===== src/rtl/lab2_proc_iter_muldiv_unit.sv =====
// Iterative RV32M multiply/divide unit: one bit per cycle shift-add multiply and
// restoring divide over a shared 2N-bit working register, val/rdy on both sides.
module lab2_proc_iter_muldiv_unit #(
    parameter int p_nbits     = 32,
    parameter int p_tag_nbits = 5
) (
    input  logic                   clk,
    input  logic                   reset_n,
    input  logic                   req_val,
    output logic                   req_rdy,
    input  logic [2:0]             req_op,
    input  logic [p_nbits-1:0]     req_a,
    input  logic [p_nbits-1:0]     req_b,
    input  logic [p_tag_nbits-1:0] req_tag,
    input  logic                   squash,
    output logic                   resp_val,
    input  logic                   resp_rdy,
    output logic [p_nbits-1:0]     resp_data,
    output logic [p_tag_nbits-1:0] resp_tag,
    output logic                   busy
);

    localparam int N  = p_nbits;
    localparam int CW = $clog2(N);
    localparam logic [N-1:0] MIN_NEG = {1'b1, {(N-1){1'b0}}};

    typedef enum logic [1:0] {IDLE, CALC, DONE} state_t;

    state_t                 state_q, state_d;
    logic [2:0]             op_q, op_d;
    logic                   neg_q, neg_d;
    logic [2*N-1:0]         p_q, p_d;
    logic [N-1:0]           b_q, b_d;
    logic [CW-1:0]          cnt_q, cnt_d;
    logic [p_tag_nbits-1:0] tag_q, tag_d;
    logic [N-1:0]           data_q, data_d;

    logic           req_fire;
    logic           a_signed, b_signed, a_neg, b_neg;
    logic [N-1:0]   a_mag, b_mag;
    logic           div_zero, div_ovf;
    logic [N-1:0]   fast_val;
    logic [N:0]     mul_sum;
    logic [N+1:0]   div_diff;
    logic [2*N-1:0] step_p, prod_fix;
    logic [N-1:0]   div_sel, div_fix, fin_val;

    assign req_rdy   = !squash && (state_q == IDLE || (state_q == DONE && resp_rdy));
    assign req_fire  = req_val && req_rdy;
    assign resp_val  = (state_q == DONE);
    assign busy      = (state_q != IDLE);
    assign resp_data = data_q;
    assign resp_tag  = tag_q;

    // Both operations run on magnitudes; the sign is reapplied once at the end.
    assign a_signed = !(req_op == 3'd3 || req_op == 3'd5 || req_op == 3'd7);
    assign b_signed = a_signed && (req_op != 3'd2);
    assign a_neg    = a_signed && req_a[N-1];
    assign b_neg    = b_signed && req_b[N-1];
    assign a_mag    = a_neg ? -req_a : req_a;
    assign b_mag    = b_neg ? -req_b : req_b;
    assign div_zero = req_op[2] && (req_b == '0);
    assign div_ovf  = req_op[2] && !req_op[0] && (req_a == MIN_NEG) && (&req_b);
    assign fast_val = div_zero ? (req_op[1] ? req_a : {N{1'b1}})
                               : (req_op[1] ? {N{1'b0}} : MIN_NEG);

    // Upper half holds the accumulator / partial remainder, lower half the multiplier / quotient.
    assign mul_sum  = {1'b0, p_q[2*N-1:N]} + (p_q[0] ? {1'b0, b_q} : {(N+1){1'b0}});
    assign div_diff = {1'b0, p_q[2*N-1:N-1]} - {2'b00, b_q};
    assign step_p   = op_q[2] ? (div_diff[N+1] ? {p_q[2*N-2:0], 1'b0}
                                               : {div_diff[N-1:0], p_q[N-2:0], 1'b1})
                              : {mul_sum, p_q[N-1:1]};

    assign prod_fix = neg_q ? -step_p : step_p;
    assign div_sel  = op_q[1] ? step_p[2*N-1:N] : step_p[N-1:0];
    assign div_fix  = neg_q ? -div_sel : div_sel;
    assign fin_val  = op_q[2] ? div_fix
                              : ((op_q[1:0] == 2'd0) ? prod_fix[N-1:0] : prod_fix[2*N-1:N]);

    always_comb begin
        state_d = state_q;
        op_d    = op_q;
        neg_d   = neg_q;
        p_d     = p_q;
        b_d     = b_q;
        cnt_d   = cnt_q;
        tag_d   = tag_q;
        data_d  = data_q;
        case (state_q)
            CALC: begin
                p_d   = step_p;
                cnt_d = cnt_q - CW'(1);
                if (cnt_q == '0) begin
                    state_d = DONE;
                    data_d  = fin_val;
                end
            end
            DONE: begin
                if (resp_rdy) state_d = IDLE;
            end
            default: ;
        endcase
        // A fire while DONE is the zero-bubble handoff: the old response leaves this edge.
        if (req_fire) begin
            op_d  = req_op;
            tag_d = req_tag;
            neg_d = (req_op[2] && req_op[1]) ? a_neg : (a_neg ^ b_neg);
            p_d   = {{N{1'b0}}, a_mag};
            b_d   = b_mag;
            cnt_d = CW'(N - 1);
            if (div_zero || div_ovf) begin
                state_d = DONE;
                data_d  = fast_val;
            end else begin
                state_d = CALC;
            end
        end
        if (squash) state_d = IDLE;
    end

    always_ff @(posedge clk or negedge reset_n) begin
        if (!reset_n) begin
            state_q <= IDLE;
            op_q    <= '0;
            neg_q   <= 1'b0;
            p_q     <= '0;
            b_q     <= '0;
            cnt_q   <= '0;
            tag_q   <= '0;
            data_q  <= '0;
        end else begin
            state_q <= state_d;
            op_q    <= op_d;
            neg_q   <= neg_d;
            p_q     <= p_d;
            b_q     <= b_d;
            cnt_q   <= cnt_d;
            tag_q   <= tag_d;
            data_q  <= data_d;
        end
    end

endmodule


===== config.mk =====
export PLATFORM = sky130hd
export DESIGN_NAME = lab2_proc_iter_muldiv_unit
export DESIGN_NICKNAME = d
export VERILOG_FILES = /design/src/rtl/lab2_proc_iter_muldiv_unit.sv
export SDC_FILE = /design/constraint.sdc
export NUM_CORES = 1
export LEC_CHECK = 0
export BUFFER_PORTS_ARGS = -buffer_cell sky130_fd_sc_hd__buf_2
export CORE_MARGIN = 2
export CORE_UTILIZATION = 23
export CTS_CLUSTER_DIAMETER = 50
export DETAILED_ROUTE_END_ITERATION = 16
export PLACE_DENSITY_LB_ADDON = 0.12
export SLEW_MARGIN = 0
export SYNTH_ARGS = -nofsm -noshare
export SYNTH_HDL_FRONTEND = slang
export SYNTH_SLANG_ARGS = --single-unit

===== constraint.sdc =====
create_clock -name clk -period 14.9 [get_ports clk]
set_input_delay 0.745 -clock clk [delete_from_list [all_inputs] [get_ports clk]]
set_output_delay 0.745 -clock clk [all_outputs]
set_load 0.02 [all_outputs]

======== Yosys cells after proc, flatten, opt, wreduce, memory -nomap -nowiden ========
Index checks and enable logic that the tools add are counted.
word-level totals
  input port bits ......................... 77
  output and inout port bits .............. 40
  bits in registers ....................... 144
  logic and storage cells ................. 80
operators by class
  equality and inequality tests ........... 9
  add/subtract/negate cells ............... 7
  bitwise logic cells ..................... 1
  reductions and logical operators ........ 27
  mux-type cells .......................... 28
operators by type and width
  operator                                                               number
  32-bit 2-to-1 mux                                                      14
  64-bit 2-to-1 mux                                                      5
  32-bit negator                                                         3
  64-bit negator                                                         1
  33-bit by 32-bit subtractor with 34-bit output                         1
  32-bit by 32-bit adder with 33-bit output                              1
  32-bit equality test, second input constant                            1
  32-bit zero test                                                       1
  32-bit AND reduction                                                   1
  1-bit logical AND                                                      11
  2-bit 2-to-1 mux                                                       5
  5-bit 2-to-1 mux                                                       2
  3-bit equality test, second input constant                             2
  5-bit zero test                                                        1
  5-bit by 1-bit subtractor with 5-bit output, second input constant     1
  2-bit zero test                                                        2
  1-bit logical OR                                                       4
  4-bit by 2-bit != test with 1-bit output, second input constant        1
  4-bit != test, second input constant                                   1
  2-bit case mux with 2 select lines                                     1
  2-bit nonzero test                                                     2
  4-bit nonzero test                                                     1
  3-bit by 2-bit equality test with 1-bit output, second input constant  1
  1-bit zero test                                                        3
  other kinds (6)                                                        6

======== Depth between registers and ports, before layout ========
Gate-level depths: netlist of the first run.
  word-level depth ........................ 11
  gate-level depth with buffers ........... 26
  gate-level depth less buffers ........... 22

======== Worst setup path before layout of the first run ========
No wires, ideal clock.
  path kind ............................... register to register
  from .................................... register p_q[53]
  to ...................................... register data_q[10] (netlist: resp_data[10])
  library setup time ...................... 0.138 ns
  cell stages (with the launch flop) ...... 23
  buffers on the path ..................... 3
  period minus slack after synthesis ...... 5.269 ns
  data required time ...................... 14.762 ns
  path slack .............................. 9.631 ns
  arrival ................................. 5.132 ns
  cell sequence ........................... dfrtp_1 -> ha_1 -> a21oi_1 -> o21ai_2 -> a211o_1 -> a21bo_1 -> buf_2 -> nor2_1 -> buf_2 -> buf_1 -> nor2_1 -> a21oi_1 -> ha_1 -> o21ai_1 -> a2111oi_2 -> nand2_1 -> or4_1 -> nand2b_1 -> or4_1 -> a31oi_1 -> o221ai_1 -> a2bb2oi_1 -> o211ai_1
between the ends
  word-level cells in the longest chain between the ends .. 11
  elaborated cells on any way between the ends .. 14
  those cells by class .................... add/sub: 3; mux: 11
ends and longest elaborated chain
  what                                                 RTL line  source
  start, declared                                      32        logic [2*N-1:0] p_q, p_d;
  start signal, assigned                               135       p_q <= p_d;
  33-bit by 32-bit subtractor with 34-bit output (*)   69        assign div_diff = {1'b0, p_q[2*N-1:N-1]} - {2'b00, b_q};
  64-bit 2-to-1 mux (*) (2 in a row)                   70        assign step_p = op_q[2] ? (div_diff[N+1] ? {p_q[2*N-2:0], 1'b0}
  64-bit negator or 32-bit 2-to-1 mux (tied branches)  74, 75
  64-bit 2-to-1 mux or 32-bit negator (tied branches)  74, 76
  32-bit 2-to-1 mux (on tied branches)                 78, 76
  32-bit 2-to-1 mux (*)                                77        assign fin_val = op_q[2] ? div_fix
  32-bit 2-to-1 mux (*)                                93        if (cnt_q == '0) begin
  32-bit 2-to-1 mux (*)                                89        case (state_q)
  32-bit 2-to-1 mux                                    111       if (div_zero || div_ovf) begin
  32-bit 2-to-1 mux (*)                                104       if (req_fire) begin
  via data_d[10]                                       36        logic [N-1:0] data_q, data_d;
  end signal, assigned                                 139       data_q <= data_d;
  end, declared                                        36
The timed path passes the listed nets; every way through them passes the cells marked *.
A chain may end at the register's enable or synchronous reset.

======== Worst setup path after layout of the first run ========
  from .................................... register p_q[61]
  to ...................................... register data_q[8] (netlist: resp_data[8])
The elaborated chain is that of the path after synthesis.

==> PnR_summary.wiki, run 1 <==
{| class="wikitable"
! Metric !! Value
|-
| Worst ir drop on vdd || 124 µV
|-
| Routed wire per std cell || 24.4 µm
|-
| Worst slack after detailed placement || 8580 ps
|-
| Number of clock sinks || 144
|-
| Overflow after GRT || 0
|-
| Number of setup buffers added after CTS || 0
|-
| Slew HR || 0.276
|-
| Worst-margin pin slew || roughly 1100 ps
|-
| Final count of negative-setup-slack endpoints || 0
|-
| Post-cts resize count || 0
|-
| Die Footprint || roughly 0.073 mm²
|-
| Signed area change from the synthesized netlist to the final layout || 12.9%
|-
| Fin Clk Skew || 14.4 ps
|-
| Data arrival at the endpoint of the critical path || just under 7000 ps
|-
| Count of endpoints failing hold in the final timing report || 0
|-
| Mapped Avg Cell Area || approximately 7.4 µm²
|-
| Maximum fanout count along the critical path || 18
|-
| Io pins || 117
|-
| Largest cells by area after synthesis || sky130_fd_sc_hd__dfrtp_1, sky130_fd_sc_hd__o21ai_0, sky130_fd_sc_hd__nand2_1
|-
| DRT Pass-1 Iters || 5
|-
| Number of nets in the finished design || 2375
|-
| Antenna violations before repair || 4
|-
| Count of pins over their slew limit || 0
|-
| Hold buffer count at CTS || 0
|-
| Sum Neg Setup Slack || 0 ps
|-
| Number of max-cap violations || 0
|-
| DRC errors left || 0
|-
| Worst setup path category || register to register
|-
| Async set or reset register ratio after synthesis || 1.00
|-
| Num CTS Buffers || 17
|-
| Worst hold slack || between 300 and 400 ps
|-
| Setup repair after global routing missed its margin || false
|-
| Number of flip-flops and latches in the synthesized netlist || about 140
|-
| Final clock period utilization by the worst path || 0.435
|-
| Post-synth top area share || 0.221
|-
| Nature of the critical path startpoint || register
|-
| Clock root buffer || sky130_fd_sc_hd__clkbuf_16
|-
| Run status || finished clean
|-
| Hpwl dp || 59.8 mm
|-
| Setup crit end kind || register
|-
| Synthesized Nets || 2342
|-
| Worst-path cell chain || ha_1 > a21o_1 > a211oi_1 > a21bo_1 > buf_4 > nor2_1 > nor2_1 > a21oi_1 > ha_1 > o21ai_1 > a2111oi_2 > nand2_1 > or4_1 > nand2b_1 > nor3_2 > a31oi_1 > xnor2_1 > o21ai_0 > o21ai_0 > nand3_1
|-
| Pin count of the biggest net entering global routing || ~90
|-
| Leakage power || roughly 0.0073 µW
|-
| Buffering stage count on the worst path with inverters included || 1
|-
| Clock tree from TritonCTS || yes
|-
| Post-route minimum period || 6480 ps
|-
| Count of different cell masters after synthesis || 107
|-
| Worst Setup Slack, final || 8420 ps
|-
| Critical path required time || 15260 ps
|-
| Vias || 17411
|-
| Clock transition at the register clock pins on the worst setup and hold paths after CTS || about 70 ps
|-
| Share of cells above drive strength 1 || 0.119
|-
| Post-synthesis sequential area ratio || 0.221
|-
| Largest delay share family, worst path || compound AO/OA/AOI/OAI gates
|-
| Number of global-route vias before repair || 17175
|-
| Netlist area before placement || roughly 0.016 mm²
|-
| Biggest area consumer among synthesized cells || sky130_fd_sc_hd__dfrtp_1
|-
| First-pass GRT wire length || approximately 120 mm
|-
| First-iteration detailed-routing DRC count || 1420
|-
| Most crowded layer after global routing || met2
|-
| Grt met2 use || 0.352
|-
| Post-detailed-routing wire length || ~78 mm
|-
| Highest Clock Rate || 154 MHz
|-
| Number of nets with antenna violations after detailed routing || 0
|-
| Core occupancy in the finished layout || 0.262
|-
| Post-Syn Instances || 2192
|-
| Antenna diode count || 0
|-
| GPL Wtd Cong || 0.899
|-
| Maximum single-stage delay on the critical path || roughly 740 ps
|-
| Initial core utilization || 0.232
|-
| Clock insertion delay at the later pin of the skew report || around 500 ps
|-
| Count of input and output buffers || 116
|-
| Worst min path class || primary input to asynchronous set/reset pin
|-
| Met1 demand-to-capacity share in global routing || 0.281
|-
| Total power of the final layout || 4030 µW
|-
| Number of levels the H-tree was split into || 4
|-
| Slowest cell on the critical path || sky130_fd_sc_hd__a211oi_1
|-
| Width of the chip || 270 µm
|-
| GR met3 Demand/Resource || 0.0252
|-
| Most used flip-flop cell after synthesis || sky130_fd_sc_hd__dfrtp_1
|-
| Overall fraction of global-route tracks in use || 0.211
|-
| Number of enable-type register cells in the synthesized netlist || 0
|-
| Buffer depth of the longest clock path || 2
|-
| Pwr Density || 219 mW/mm²
|-
| Yosys Warn Count || 0
|-
| Detail-routed via count per cell || 5.48
|-
| Core area || ~0.070 mm²
|-
| Height of the die || about 270 µm
|-
| Placement row count || 97
|}
==> state kept, by name (all words and copies together), names as in the netlist <==
name / count
cnt_q: 5
resp_data: 32
b_q: 32
resp_tag: 5
op_q: 3
state_q: 2
p_q: 64
neg_q: 1
==> final cells by class <==
class                           count  area, µm²
Clock buffer                       24        492
Clock inverter                      8        150
Fill cell                        7899      51700
Inverter                           66        248
Multi-Input combinational cell   1847      11900
Sequential cell                   144       3610
Tap cell                          940       1180
Timing Repair Buffer              149        835
==> kinds of logic after synthesis <==
logic type,share of synthesized area
fa+ha+maj,0.0569
flops,0.221
simple gates,0.232
xor+xnor,0.0859
buf+inv,0.0507
compound gates,0.316
mux,0.0373
==> final timing paths <==
path                       depth (start not counted)                       to  slack [ps]                    start
hold reg to reg                                    2  resp_data[17]$_DFF_PN0_         480  resp_data[17]$_DFF_PN0_
setup reg to reg                                  20   resp_data[8]$_DFF_PN0_        8420      p_q[61]$_DFFE_PN0N_
min in group clk                                   3  resp_tag[1]$_DFFE_PN0P_         430               req_tag[1]
max in group asynchronous                          2      op_q[2]$_DFFE_PN0P_       12950                  reset_n
hold / removal                                     1     cnt_q[3]$_DFFE_PN0N_         340                  reset_n
setup / recovery                                  20   resp_data[8]$_DFF_PN0_        8420      p_q[61]$_DFFE_PN0N_
==> worst reg2reg max path, cell delays in order, from the launching register on <==
cell and delay (ps):
sky130_fd_sc_hd__dfrtp_1 420, sky130_fd_sc_hd__ha_1 360, sky130_fd_sc_hd__a21o_1 200, sky130_fd_sc_hd__a211oi_1 740, sky130_fd_sc_hd__a21bo_1 290, sky130_fd_sc_hd__buf_4 200
sky130_fd_sc_hd__nor2_1 170, sky130_fd_sc_hd__nor2_1 60, sky130_fd_sc_hd__a21oi_1 240, sky130_fd_sc_hd__ha_1 250, sky130_fd_sc_hd__o21ai_1 130, sky130_fd_sc_hd__a2111oi_2 590
sky130_fd_sc_hd__nand2_1 310, sky130_fd_sc_hd__or4_1 650, sky130_fd_sc_hd__nand2b_1 200, sky130_fd_sc_hd__nor3_2 530, sky130_fd_sc_hd__a31oi_1 190, sky130_fd_sc_hd__xnor2_1 220
sky130_fd_sc_hd__o21ai_0 90, sky130_fd_sc_hd__o21ai_0 390, sky130_fd_sc_hd__nand3_1 120
==> report_power, final <==
| part | internal (µW) | switching (µW) |
|---|---|---|
| Combinational | 958 | 1890 |
| Clock | 298 | 207 |
| Sequential | 500 | 179 |
| Total | 1760 | 2280 |
==> placed cells by master, fill, tap and decap left out, types with 65 or more instances in the layout <==
cell	instances
sky130_fd_sc_hd__nor2_1	151
sky130_fd_sc_hd__ha_1	71
sky130_fd_sc_hd__xnor2_1	95
sky130_fd_sc_hd__buf_2	115
sky130_fd_sc_hd__inv_1	65
sky130_fd_sc_hd__o21ai_0	220
sky130_fd_sc_hd__xor2_1	65
sky130_fd_sc_hd__a21oi_1	149
sky130_fd_sc_hd__nand3_1	84
sky130_fd_sc_hd__dfrtp_1	141
sky130_fd_sc_hd__nand2_1	263
==> stage by stage <==
step           instance area (µm²)  instances
6_report                     18400       3178
3_3_place_gp                 17800       3146
4_1_cts                      18400       3178
2_1_floorplan                16300       2192
3_5_place_dp                 17800       3146
5_1_grt                      18400       3178
==> synthesized netlist by cell type (18+ instances only) <==
cell type                  instances
sky130_fd_sc_hd__nand4_1          35
sky130_fd_sc_hd__nor3_1           51
sky130_fd_sc_hd__o21ai_0         220
sky130_fd_sc_hd__or3_1            24
sky130_fd_sc_hd__ha_1             71
sky130_fd_sc_hd__a22oi_1          22
sky130_fd_sc_hd__a31oi_1          32
sky130_fd_sc_hd__clkbuf_1         98
sky130_fd_sc_hd__o221ai_1         23
sky130_fd_sc_hd__a21o_1           37
sky130_fd_sc_hd__nand2_1         264
sky130_fd_sc_hd__o211ai_1         39
sky130_fd_sc_hd__nand2b_1         24
sky130_fd_sc_hd__xnor2_1          95
sky130_fd_sc_hd__o21a_1           18
sky130_fd_sc_hd__nor4_1           23
sky130_fd_sc_hd__a21oi_1         150
sky130_fd_sc_hd__nand3_1          84
sky130_fd_sc_hd__xor2_1           65
sky130_fd_sc_hd__and2_1           49
sky130_fd_sc_hd__nor2_1          154
sky130_fd_sc_hd__dfrtp_1         144
sky130_fd_sc_hd__o31ai_1          41
sky130_fd_sc_hd__mux2i_1          39
sky130_fd_sc_hd__a211oi_1         20
sky130_fd_sc_hd__inv_1            65
==> layer usage <==
| layer | vias to the layer above | wire, µm | part of all wire |
|---|---|---|---|
| met5 | - | 14 | 0.00018 |
| met4 | 2 | 2110 | 0.027 |
| met3 | 90 | 3050 | 0.039 |
| met2 | 499 | 36900 | 0.48 |
| met1 | 8615 | 35500 | 0.46 |
| li1 | 8205 | - | - |
Power figures use the tool's default switching activity.
==> inputs of run 2 (changes only) <==
Clock period 14.9 ns to 5.4 ns, I/O delays scaled along.
==> PnR_summary.wiki, run 2 (synthesized netlist as in run 1, its figures left out) <==
{| class="wikitable"
! Metric !! Value
|-
| Run status || finished clean
|-
| Worst setup path category || register to register
|-
| Vias || 17959
|-
| Clock transition at the register clock pins on the worst setup and hold paths after CTS || 70 ps
|-
| Highest Clock Rate || 194 MHz
|-
| Initial core utilization || 0.232
|-
| Clock tree from TritonCTS || yes
|-
| Data arrival at the endpoint of the critical path || about 5500 ps
|-
| Fill cells || around 7900
|-
| Destination of the critical timing path || resp_data[31]$_DFF_PN0_
|-
| Maximum fanout count along the critical path || 14
|-
| Leakage power || ~0.0078 µW
|-
| Worst ir drop on vdd || 306 µV
|-
| Worst-margin pin slew || 1310 ps
|-
| Pwr Density || 615 mW/mm²
|-
| Nature of the critical path startpoint || register
|-
| Pin count of the biggest net entering global routing || 83
|-
| Count of input and output buffers || 116
|-
| Number of clock sinks || 144
|-
| Share of cells above drive strength 1 || 0.167
|-
| First-pass GRT wire length || between 100 and 150 mm
|-
| Post-route minimum period || 5140 ps
|-
| Width of the chip || 270 µm
|-
| Register with the most flip-flops || p_q
|-
| Worst slack after detailed placement || 46.4 ps
|-
| Worst-path cell chain || and2_1 > ha_1 > fa_1 > a211oi_1 > o211ai_1 > a22oi_1 > a31oi_1 > and3_1 > a31oi_1 > xnor2_1 > o211ai_1 > nand2_1 > or3_1 > o41ai_4 > xnor2_1 > a32oi_1
|-
| Detail-routed via count per cell || 5.48
|-
| Placement row count || 97
|-
| GPL Wtd Cong || 0.908
|-
| Clock root buffer || sky130_fd_sc_hd__clkbuf_16
|-
| DRC errors left || 0
|-
| Number of stages on the worst setup path || 16
|-
| Reg-to-reg setup timing slack || 260 ps
|-
| Total power of the final layout || 11900 µW
|-
| Worst min path class || primary input to register
|-
| Overall fraction of global-route tracks in use || 0.215
|-
| Count of endpoints failing hold in the final timing report || 0
|-
| Largest delay share family, worst path || compound AO/OA/AOI/OAI gates
|-
| Buffer depth of the longest clock path || 2
|-
| Core area || between 0.07 and 0.08 mm²
|-
| Critical path launch point || p_q[0]$_DFFE_PN0N_
|-
| Core occupancy in the finished layout || 0.275
|-
| Sequential Area || ~0.0036 mm²
|-
| Antenna diode count || 0
|-
| Number of nets with antenna violations after detailed routing || 0
|-
| Antenna violations before repair || 4
|-
| DRT Pass-1 Iters || 5
|-
| Number of flip-flops in the largest register || 64
|-
| Most frequent cells in the layout || sky130_fd_sc_hd__nand2_1, sky130_fd_sc_hd__o21ai_0, sky130_fd_sc_hd__nor2_1, sky130_fd_sc_hd__a21oi_1, sky130_fd_sc_hd__dfrtp_1
|-
| Post-detailed-routing wire length || 80.3 mm
|-
| Hpwl dp || 62.8 mm
|-
| Io pins || 117
|-
| Worst Setup Slack, final || between 200 and 300 ps
|-
| Final clock period utilization by the worst path || 0.953
|-
| Signed area change from the synthesized netlist to the final layout || 18.4%
|-
| Slowest cell on the critical path || sky130_fd_sc_hd__dfrtp_2
|-
| Fin Clk Skew || between 20 and 25 ps
|-
| Reg2Reg Depth || 16
|-
| Number of nets in the finished design || 2478
|-
| Height of the die || 270 µm
|-
| Area of the multi-input gates || 0.0120 mm²
|-
| Slew HR || 0.119
|-
| Number of max-cap violations || 0
|-
| Count of pins over their slew limit || 0
|-
| Routed wire per std cell || 24.5 µm
|-
| Die Footprint || roughly 0.073 mm²
|-
| First-iteration detailed-routing DRC count || 1485
|-
| Setup crit end kind || register
|-
| Critical path required time || 5770 ps
|-
| Overflow after GRT || 0
|-
| FF-to-FF End || resp_data[31]$_DFF_PN0_
|-
| Final count of negative-setup-slack endpoints || 0
|-
| Clock insertion delay at the later pin of the skew report || 510 ps
|-
| Num CTS Buffers || 17
|-
| Maximum single-stage delay on the critical path || about 560 ps
|-
| Buffering stage count on the worst path with inverters included || 0
|-
| Number of global-route vias before repair || 17478
|-
| Most common cell after layout, fill and taps aside || sky130_fd_sc_hd__nand2_1
|-
| Worst reg2reg startpoint || p_q[0]$_DFFE_PN0N_
|-
| Number of levels the H-tree was split into || 4
|}
==> run 2: changes by cell type in the layout (fill, tap and decap cells not counted), moves of 5 or more <==
cell,delta
sky130_fd_sc_hd__a21oi_2,+6
sky130_fd_sc_hd__a21oi_1,-7
sky130_fd_sc_hd__dlygate4sd3_1,+6
sky130_fd_sc_hd__ha_1,-5
sky130_fd_sc_hd__buf_4,+97
==> run 2: metal layers <==
layer  global-route usage  share of wire  vias to the layer above
met5                    0              0                        -
met4               0.0592          0.021                        0
met3               0.0233          0.043                       73
met2                0.360           0.48                      526
met1                0.293           0.46                     8965
li1                     -              -                     8395
==> run 2: worst min-delay path by stage <==
stage	start	to	slack (ps)	depth (start not counted)
2_1_floorplan	reset_n	b_q[0]$_DFFE_PN0P_	-30	0
3_3_place_gp	reset_n	cnt_q[2]$_DFFE_PN0N_	430	1
3_5_place_dp	reset_n	cnt_q[2]$_DFFE_PN0N_	420	1
4_1_cts	req_op[0]	op_q[0]$_DFFE_PN0P_	5	3
5_1_grt	req_op[0]	op_q[0]$_DFFE_PN0P_	20	3
6_report	req_op[0]	op_q[0]$_DFFE_PN0P_	30	3
==> run 2: repair_timing <==
action / in CTS / in global routing
hold endpoints to repair: 85 / 0
endpoints found under the setup margin: 0 / 22
setup buffers: 0 / 6
resized for setup: 0 / 31
hold buffers: 6 / 0
==> run 2: stage by stage <==
| step | TNS (ps) | hold WS (ps) | cells | cell area (µm²) |
|---|---|---|---|---|
| 2_1_floorplan | 0 | -25.6 | 2192 | 16300 |
| 3_3_place_gp | -30.1 | 426 | 3237 | 18500 |
| 3_5_place_dp | 0 | 423 | 3237 | 18500 |
| 4_1_cts | 0 | 4.84 | 3274 | 19100 |
| 5_1_grt | -13.0 | 21.9 | 3280 | 19300 |
| 6_report | 0 | 29.5 | 3280 | 19300 |
==> run 2: worst register-to-register path, delay by kind of cell (launching register included) <==
family                     cells  cell delay, ps
DFF                            1             560
xor gates and xnor gates       2             320
and+or+nand+nor                4            1060
adders and majority gates      2             720
AOI/OAI and AO/OA              8            2350
==> run 2: power by group <==
group | switching, µW | total [µW] | internal [µW]
Sequential | 499 | 1880 | 1380
Combinational | 5500 | 8610 | 3110
Clock | 579 | 1370 | 793
==> run 2: layout make-up <==
cell class              count  share of cell area
clock buffers              21              0.0239
clock inverters            10             0.00823
inverters                  66              0.0128
multi-input cells        1847               0.623
flip-flops and latches    144               0.187
well taps                 940              0.0609
repair buffers            252              0.0841
==> inputs of run 3 (changes only) <==
Settings changed: CORE_ASPECT_RATIO set to 1.25, CTS_BUF_LIST set to sky130_fd_sc_hd__clkbuf_8.
==> PnR_summary.wiki, run 3 (synthesized netlist as in run 1, its figures left out) <==
{| class="wikitable"
! Metric !! Value
|-
| Run status || finished clean
|-
| Number of setup buffers added after CTS || 0
|-
| Initial core utilization || 0.231
|-
| Post-detailed-routing wire length || 82.9 mm
|-
| Slew HR || 0.275
|-
| Leakage power || between 0.007 and 0.008 µW
|-
| Vias || between 15000 and 20000
|-
| Number of nets with antenna violations after detailed routing || 0
|-
| GPL Wtd Cong || 0.917
|-
| Min-delay src || req_a[7]
|-
| Number of flip-flops in the largest register || 64
|-
| Height of the die || 302 µm
|-
| Most frequent cells in the layout || sky130_fd_sc_hd__nand2_1, sky130_fd_sc_hd__o21ai_0, sky130_fd_sc_hd__nor2_1, sky130_fd_sc_hd__buf_4, sky130_fd_sc_hd__a21oi_1
|-
| Highest Clock Rate || 197 MHz
|-
| Number of levels the H-tree was split into || 4
|-
| Width of the chip || 242 µm
|-
| Final clock period utilization by the worst path || 0.941
|-
| Count of endpoints failing hold in the final timing report || 0
|-
| DRT Pass-1 Iters || 5
|-
| Share of cells above drive strength 1 || 0.165
|-
| Worst setup path category || register to register
|-
| Overall fraction of global-route tracks in use || 0.227
|-
| Io pins || 117
|-
| Pwr Density || slightly below 600 mW/mm²
|-
| DRC errors left || 0
|-
| Placement row count || 109
|-
| Clock root buffer || sky130_fd_sc_hd__clkbuf_8
|-
| Clock insertion delay at the later pin of the skew report || 600 ps
|-
| Worst ir drop on vdd || 279 µV
|-
| FF-to-FF End || resp_data[30]$_DFF_PN0_
|-
| Count of pins over their slew limit || 0
|-
| Number of nets in the finished design || 2522
|-
| Detail-routed via count per cell || 5.39
|-
| Die Footprint || 0.0731 mm²
|-
| Fin Clk Skew || 15.5 ps
|-
| Clock transition at the register clock pins on the worst setup and hold paths after CTS || 100 ps
|-
| WHS Endpoint || resp_data[7]$_DFF_PN0_
|-
| Number of global-route vias before repair || 17978
|-
| Num CTS Buffers || 17
|-
| Worst-path cell chain || ha_1 > a21oi_1 > o21ai_0 > a221oi_4 > a21boi_4 > nor2_4 > nor2_1 > a21oi_2 > ha_1 > o21ai_1 > a2111oi_4 > nand2_1 > or4_1 > nor2_1 > o2111ai_1 > nor4_1 > nand3_1 > o41ai_2 > xnor2_1 > o21ai_0 > o211ai_1
|-
| Hold-critical path depth || 3
|-
| Core area || between 0.07 and 0.08 mm²
|-
| Data arrival at the endpoint of the critical path || 5550 ps
|-
| Post-route minimum period || 5080 ps
|-
| First-iteration detailed-routing DRC count || 1244
|-
| Setup repair after global routing missed its margin || true
|-
| Register with the most flip-flops || p_q
|-
| Number of max-cap violations || 0
|-
| Nature of the critical path startpoint || register
|-
| Buffer depth of the longest clock path || 2
|-
| Clock tree from TritonCTS || yes
|-
| Signed area change from the synthesized netlist to the final layout || 19.3%
|-
| First-pass GRT wire length || 123 mm
|-
| Hpwl dp || 66.3 mm
|-
| Worst reg2reg startpoint || p_q[47]$_DFFE_PN0N_
|-
| Reg-to-reg setup timing slack || 320 ps
|-
| Overflow after GRT || 0
|-
| Antenna violations before repair || 2
|-
| Number of clock sinks || around 140
|-
| Slowest cell on the critical path || sky130_fd_sc_hd__or4_1
|-
| Maximum fanout count along the critical path || 6
|-
| Most common cell after layout, fill and taps aside || sky130_fd_sc_hd__nand2_1
|-
| Core occupancy in the finished layout || 0.276
|-
| Reg2Reg Depth || 21
|-
| Worst slack after detailed placement || 60.4 ps
|-
| Worst-margin pin slew || ~1100 ps
|-
| Maximum single-stage delay on the critical path || 550 ps
|-
| Critical path required time || 5870 ps
|-
| Routed wire per std cell || 24.9 µm
|-
| Worst min path class || primary input to register
|-
| Pin count of the biggest net entering global routing || 77
|-
| Count of input and output buffers || ~120
|-
| Setup crit end kind || register
|-
| Final count of negative-setup-slack endpoints || 0
|-
| Worst Setup Slack, final || roughly 320 ps
|}
run 3: cell type report:
| type | instances | area [µm²] |
|---|---|---|
| Sequential cell | 144 | 3610 |
| Clock inverter | 10 | 136 |
| Clock buffer | 20 | 275 |
| Tap cell | 943 | 1180 |
| Inverter | 66 | 248 |
| Timing Repair Buffer | 296 | 2030 |
| Fill cell | 7859 | 51100 |
| Antenna cell | 1 | 2.50 |
| Multi-Input combinational cell | 1847 | 12000 |
run 3: how the worst max path moves through the flow:
stage | from | end | slack [ps] | cells after the start
2_1_floorplan | p_q[53]$_DFFE_PN0N_ | resp_data[10]$_DFF_PN0_ | 130 | 22
3_3_place_gp | b_q[30]$_DFFE_PN0P_ | resp_data[12]$_DFF_PN0_ | 90 | 21
3_5_place_dp | b_q[30]$_DFFE_PN0P_ | resp_data[12]$_DFF_PN0_ | 60 | 21
4_1_cts | b_q[30]$_DFFE_PN0P_ | resp_data[12]$_DFF_PN0_ | 2 | 21
5_1_grt | b_q[16]$_DFFE_PN0P_ | resp_data[26]$_DFF_PN0_ | -0.005 | 22
6_report | p_q[47]$_DFFE_PN0N_ | resp_data[30]$_DFF_PN0_ | 320 | 21
run 3: timing repair:
item,CTS,global route
hold buffers,31,0
endpoints found under the hold margin,74,0
setup endpoints to repair,0,15
gates resized for setup,0,13
run 3: critical path, delay by kind of cell (launching register included):
family          cells  cell delay, ps
flops               1             440
simple gates        7            1480
compound gates     11            2310
xor+xnor            1             110
fa+ha+maj           2             630
run 3: metrics by stage:
step	hold WS, ps	instances	power, µW	setup TNS [ps]	instance area (µm²)
2_1_floorplan	-25.6	2192	7070	0	16300
3_3_place_gp	224	3265	10400	0	18700
3_5_place_dp	229	3265	10400	0	18700
4_1_cts	2.61	3326	11500	0	19400
5_1_grt	58.6	3327	12400	-0.00533	19500
6_report	38.8	3327	11600	0	19500
run 3: per-layer routing:
layer	share of wire	wire, µm	global-route usage
met1	0.42	34900	0.273
met2	0.50	41400	0.405
met3	0.031	2590	0.0192
met4	0.048	3950	0.113
met5	0	0	0
run 3: report_power, final:
group,internal (µW),switching (µW)
sequential,1380,509
clock,486,543
combinational,3160,5500
